===== src/rtl/lvds_rx_deserializer.sv =====
// lvds_rx_deserializer: aligns to the LVDS clock lane, deserializes 7:1 lanes, decodes RGB888 + sync and tracks pixel position.
`timescale 1ns/1ps
module lvds_rx_deserializer #(
   parameter int unsigned LOCK_COUNT    = 4,
   parameter int unsigned UNLOCK_MISSES = 2,
   parameter logic [6:0]  CK_PATTERN    = 7'b1100011
) (
   input  logic        clk_in,
   input  logic        rst_n,
   input  logic        ck_bit,
   input  logic        rx0_bit,
   input  logic        rx1_bit,
   input  logic        rx2_bit,
   input  logic        rx3_bit,
   output logic [7:0]  red,
   output logic [7:0]  green,
   output logic [7:0]  blue,
   output logic        hsync,
   output logic        vsync,
   output logic        de,
   output logic        pixel_valid,
   output logic        frame_start,
   output logic        rsvd_err,
   output logic        locked,
   output logic [10:0] px_x,
   output logic [9:0]  px_y
);
   typedef enum logic [1:0] {HUNT, VERIFY, LOCKED} state_t;
   state_t state, state_n;
   logic [6:0] ck_sr, l0, l1, l2, l3;
   logic [2:0] ph;
   logic [3:0] good, miss;
   logic prev_de, prev_vs, match, bnd, dec, drop;
   logic [7:0] r_w, g_w, b_w;
   assign match  = ck_sr == CK_PATTERN;
   assign bnd    = ph == 3'd6;
   assign locked = state == LOCKED;
   assign r_w = {l3[5], l3[6], l0[1], l0[2], l0[3], l0[4], l0[5], l0[6]};
   assign g_w = {l3[3], l3[4], l1[2], l1[3], l1[4], l1[5], l1[6], l0[0]};
   assign b_w = {l3[1], l3[2], l2[3], l2[4], l2[5], l2[6], l1[0], l1[1]};
   always_comb begin
      state_n = state;
      case (state)
         HUNT:    if (match) state_n = VERIFY;
         VERIFY:  if (bnd) state_n = !match ? HUNT : (good + 4'd1 == 4'(LOCK_COUNT)) ? LOCKED : VERIFY;
         LOCKED:  if (bnd && !match && miss + 4'd1 == 4'(UNLOCK_MISSES)) state_n = HUNT;
         default: state_n = HUNT;
      endcase
      dec  = state == LOCKED && bnd && match;
      drop = state == LOCKED && state_n == HUNT;
   end
   always_ff @(posedge clk_in or negedge rst_n) begin
      if (!rst_n) begin
         state <= HUNT;
         ph    <= 3'd0;
         good  <= 4'd0;
         miss  <= 4'd0;
         ck_sr <= 7'd0;
         l0    <= 7'd0;
         l1    <= 7'd0;
         l2    <= 7'd0;
         l3    <= 7'd0;
      end else begin
         state <= state_n;
         ck_sr <= {ck_bit, ck_sr[6:1]};
         l0    <= {rx0_bit, l0[6:1]};
         l1    <= {rx1_bit, l1[6:1]};
         l2    <= {rx2_bit, l2[6:1]};
         l3    <= {rx3_bit, l3[6:1]};
         // a HUNT match restarts the phase so the next boundary lands one full word later
         ph    <= ((state == HUNT && match) || bnd) ? 3'd0 : ph + 3'd1;
         if (state == HUNT) begin
            good <= 4'd0;
            miss <= 4'd0;
         end else if (bnd) begin
            good <= (state == VERIFY && match) ? good + 4'd1 : good;
            miss <= match ? 4'd0 : miss + 4'd1;
         end
      end
   end
   always_ff @(posedge clk_in or negedge rst_n) begin
      if (!rst_n) begin
         red         <= 8'd0;
         green       <= 8'd0;
         blue        <= 8'd0;
         hsync       <= 1'b0;
         vsync       <= 1'b0;
         de          <= 1'b0;
         pixel_valid <= 1'b0;
         frame_start <= 1'b0;
         rsvd_err    <= 1'b0;
         prev_de     <= 1'b0;
         prev_vs     <= 1'b0;
         px_x        <= 11'd0;
         px_y        <= 10'd0;
      end else begin
         pixel_valid <= dec;
         frame_start <= dec && l2[1] && !prev_vs;
         rsvd_err    <= dec && !l3[0];
         if (dec) begin
            red     <= r_w;
            green   <= g_w;
            blue    <= b_w;
            hsync   <= l2[2];
            vsync   <= l2[1];
            de      <= l2[0];
            prev_de <= l2[0];
            prev_vs <= l2[1];
            px_x    <= (l2[0] && !prev_de) ? 11'd0 : (&px_x) ? px_x : px_x + 11'd1;
            // a vsync-low word clears the line count even when de falls on the same word
            px_y    <= !l2[1] ? 10'd0 : (prev_de && !l2[0] && !(&px_y)) ? px_y + 10'd1 : px_y;
         end else if (drop) begin
            prev_de <= 1'b0;
            prev_vs <= 1'b0;
            px_x    <= 11'd0;
            px_y    <= 10'd0;
         end
      end
   end
endmodule


===== config.mk =====
export PLATFORM = sky130hd
export DESIGN_NAME = lvds_rx_deserializer
export DESIGN_NICKNAME = d
export VERILOG_FILES = /design/src/rtl/lvds_rx_deserializer.sv
export SDC_FILE = /design/constraint.sdc
export NUM_CORES = 1
export LEC_CHECK = 0
export BUFFER_PORTS_ARGS = -buffer_cell sky130_fd_sc_hd__buf_2
export CAP_MARGIN = 10
export CORE_UTILIZATION = 45
export DETAILED_ROUTE_END_ITERATION = 10
export PLACE_DENSITY_LB_ADDON = 0.1
export SLEW_MARGIN = 15
export SYNTH_ARGS = -nofsm -noshare
export SYNTH_HDL_FRONTEND = slang
export SYNTH_SLANG_ARGS = --single-unit

===== constraint.sdc =====
create_clock -name clk_in -period 2.97 [get_ports clk_in]
set_input_delay 0.594 -clock clk_in [delete_from_list [all_inputs] [get_ports clk_in]]
set_output_delay 0.594 -clock clk_in [all_outputs]
set_load 0.01 [all_outputs]

==> key figures <==
GRT
  – Total gr overflow: 0
  – Vias in the first global route: 2583
  – First-pass GRT wire length: 13100 microns
  – Antenna violations before repair: 0
  – GRT Total Usage: 0.173
  – Maximum number of pins on one net before global-route repair: 56

Placed design
  – Post-detail-place hpwl: 5140 microns
  – Port Buffers: 58
  – Placed insts: 483
  – Place WS: 0.534 ns
  – RePlAce Congestion: 0.719
  – Post-place instance area: 4460 sq um

STA
  – Tmin final: 2.46 ns
  – Worst-margin pin slew: 0.720 ns
  – Final setup violation count: 0
  – Hold Fails Final Rpt: 0
  – Final worst slack: 0.507 ns
  – Hold Slack: 0.275 ns
  – Layout Skew: 0.0177 ns
  – Normalized max-slew margin: 0.520
  – Max Fclk: 406 MHz
  – RSZ-0062 raised after global routing: false
  – Setup total negative slack: 0 ns
  – Max-slew violations: 0
  – Final period util: 0.829

Detailed routing
  – Via count: 2741
  – DR DRC count: 0
  – Vias/cell: 5.49
  – DRT iter0 DRCs: 84
  – Routed WL: 7590 microns
  – WL/cell: 15.2 microns
  – TritonRoute pass-1 iters: 4
  – ANT nets after route: 0

Layout
  – Layout cell share with drive strength beyond 1: 0.281
  – Final instance area: 4670 sq um
  – Final Core Density: 0.536
  – Final nets: 400
  – Final cell count without fillers: 499
  – Area delta synth->final: 15.4%
  – N_diodes: 0
  – Filler Cell Count: 780

CTS
  – CTS tree: yes
  – Setup bufs post-CTS: 0
  – Clock-pin transition on the worst setup and hold timing paths: 0.12 ns
  – CTS buffer count: 9
  – Clk buf depth: 2
  – Clock sinks: 101
  – Worst skew pair latency: 0.36 ns
  – Hold buffers post-CTS: 0
  – CTS Root Buffer Type: clkbuf_8
  – # H-tree levels: 3
  – Post-CTS sizing: 0

Critical path
  – Crit path max fanout: 18
  – Cell family with most CP delay: simple AND/OR/NAND/NOR gates
  – Delay of the slowest critical-path stage: 0.56 ns
  – WP data arrival: 2.75 ns
  – Crit-path slowest cell: or4b_1
  – Required @ worst endpoint: 3.26 ns
  – Worst-path cell chain: ha_1, or4b_1, o21ai_2, o221ai_2, or4_1, a21oi_1
  – CP Capture Type: register
  – Worst Path Buf+Inv: 0
  – CP Launch Type: register
  – Critical path class: register to register

Synthesis
  – Post-synth EDFFs: 0
  – Mapped cell area: 4050 sq um
  – Flops & latches, synth: 101
  – Synthesized area per cell: 12.5 sq um
  – Share of Yosys cell area claimed by the top area cell type: 0.624
  – Syn Inst Count: 324
  – Yosys top cell by area: dfrtp_1
  – Syn nets: 338
  – Register area share after synthesis: 0.624
  – Post-synth ARST share: 1.00
  – Synth Flop Type: dfrtp_1
  – Top cells by area, synth: dfrtp_1 62%, mux2_2 7.5%, o21ai_0 2.8%
  – Yosys warnings: 0
  – Post-synth cell types: 49

Power and ir drop
  – Power Dens Cells: 535 nW/um^2
  – Leakage power: 2.29 nW
  – Pwr Total: 2.50 mW
  – Maximum vdd drop: 0.000342 V

Floorplan
  – Core area: 8720 sq um
  – Initial Utilization: 0.464
  – Die area: 9380 sq um
  – I/O Pins: 59
  – Die H: 96.9 microns
  – Std-Cell Rows: 34
  – Die X: 96.9 microns

Job
  – Max cap viols: 0

Worst hold path
  – Hold Path Class: input port to async pin

Run status
  – Status: finished clean
sequential cells by signal, indices dropped and copies added, names as in the netlist, 2 cells and up:
| signal | flops |
|---|---|
| px_x | 11 |
| px_y | 10 |
| blue | 8 |
| green | 8 |
| red | 8 |
| ck_sr | 7 |
| l0 | 7 |
| l1 | 7 |
| l2 | 7 |
| l3 | 7 |
| good | 4 |
| miss | 4 |
| ph | 3 |
| state | 2 |
final timing paths:
path	start	to	slack (ns)	cells past startpoint
setup / recovery	miss[0]	px_y[8]	0.51	6
hold / removal	rst_n	px_x[2]	0.28	1
setup reg to reg	miss[0]	px_y[8]	0.51	6
hold reg to reg	l0[1]	l0[0]	0.37	0
max in group asynchronous	rst_n	de	2.00	2
min in group clk_in	rx1_bit	l1[6]	0.33	1
layout make-up:
| class | instances | area (sq um) | share of cell area |
|---|---|---|---|
| flip-flops and latches | 101 | 2530 | 0.541 |
| multi-input cells | 204 | 1440 | 0.308 |
| repair buffers | 61 | 328 | 0.0701 |
| well taps | 108 | 135 | 0.0289 |
| clock buffers | 9 | 124 | 0.0265 |
| clock inverters | 7 | 88.8 | 0.0190 |
| inverters | 9 | 33.8 | 0.00723 |
metal layers:
metal  up-vias  GRT usage  part of all wire  wire length [microns]
met5         -          0                 0                      0
met4         0     0.0494            0.0087                     66
met3         5     0.0499             0.046                    350
met2        53      0.272              0.48                   3680
met1      1366      0.233              0.46                   3490
li1       1317          -                 -                      -
cells by family after synthesis:
group	count (synthesis)	synth area share
multiplexers	28	0.0775
AND/OR/NAND/NOR	90	0.125
XOR/XNOR	1	0.00216
adder cells (fa/ha/maj)	7	0.0216
flip-flops	101	0.624
buffers and inverters	19	0.0216
AO/OA/AOI/OAI	78	0.128
cell usage in the layout, fill, tap and decap left out, types with 2 or more instances in the layout:
| cell type | synthesis | layout |
|---|---|---|
| a21oi_1 | 22 | 22 |
| a221oi_1 | 3 | 3 |
| a22o_1 | 4 | 4 |
| and2_1 | 2 | 2 |
| and3_1 | 5 | 5 |
| and4_1 | 2 | 2 |
| buf_2 | 6 | 57 |
| buf_4 | 2 | 3 |
| clkbuf_8 | 0 | 9 |
| clkinv_8 | 0 | 3 |
| dfrtp_1 | 101 | 101 |
| ha_1 | 7 | 7 |
| inv_1 | 9 | 9 |
| inv_8 | 0 | 2 |
| mux2_2 | 27 | 27 |
| nand2_1 | 18 | 18 |
| nand2b_1 | 2 | 2 |
| nand3_1 | 7 | 7 |
| nand3b_1 | 3 | 3 |
| nand4_1 | 5 | 5 |
| nor2_1 | 20 | 19 |
| nor2b_1 | 3 | 3 |
| nor3_1 | 4 | 4 |
| o211a_1 | 2 | 2 |
| o21a_1 | 2 | 2 |
| o21ai_0 | 23 | 23 |
| o31ai_1 | 8 | 8 |
| o41ai_1 | 3 | 3 |
| or3_1 | 5 | 5 |
| or4_1 | 5 | 5 |
| or4b_1 | 3 | 3 |
worst register-to-register path, delay by kind of cell, from the launching register on:
| kind | cells | cell delay [ns] |
|---|---|---|
| AOI/OAI and AO/OA | 3 | 0.61 |
| adders and majority gates | 1 | 0.29 |
| and+or+nand+nor | 2 | 1.05 |
| DFF | 1 | 0.46 |
where the power goes:
group	switching [mW]	total (mW)	internal, mW
clock	0.534	0.876	0.342
sequential	0.0466	1.47	1.42
combinational	0.0967	0.155	0.0580
cell usage after synthesis, drive strengths merged, types with 2 or more instances:
master    n
mux2     27
dfrtp   101
nor2     20
and2      2
and3      5
ha        7
or4b      3
o31ai     8
o211a     2
and4      2
nand3b    3
nand2    18
nor3      4
clkbuf    2
buf       8
nand3     7
o41ai     3
a221oi    3
a22o      4
or3       5
inv       9
o21ai    25
nor2b     3
nand2b    2
nand4     6
or4       5
a21oi    22
o21a      2
Note: power is estimated with default switching activity, not from simulation.
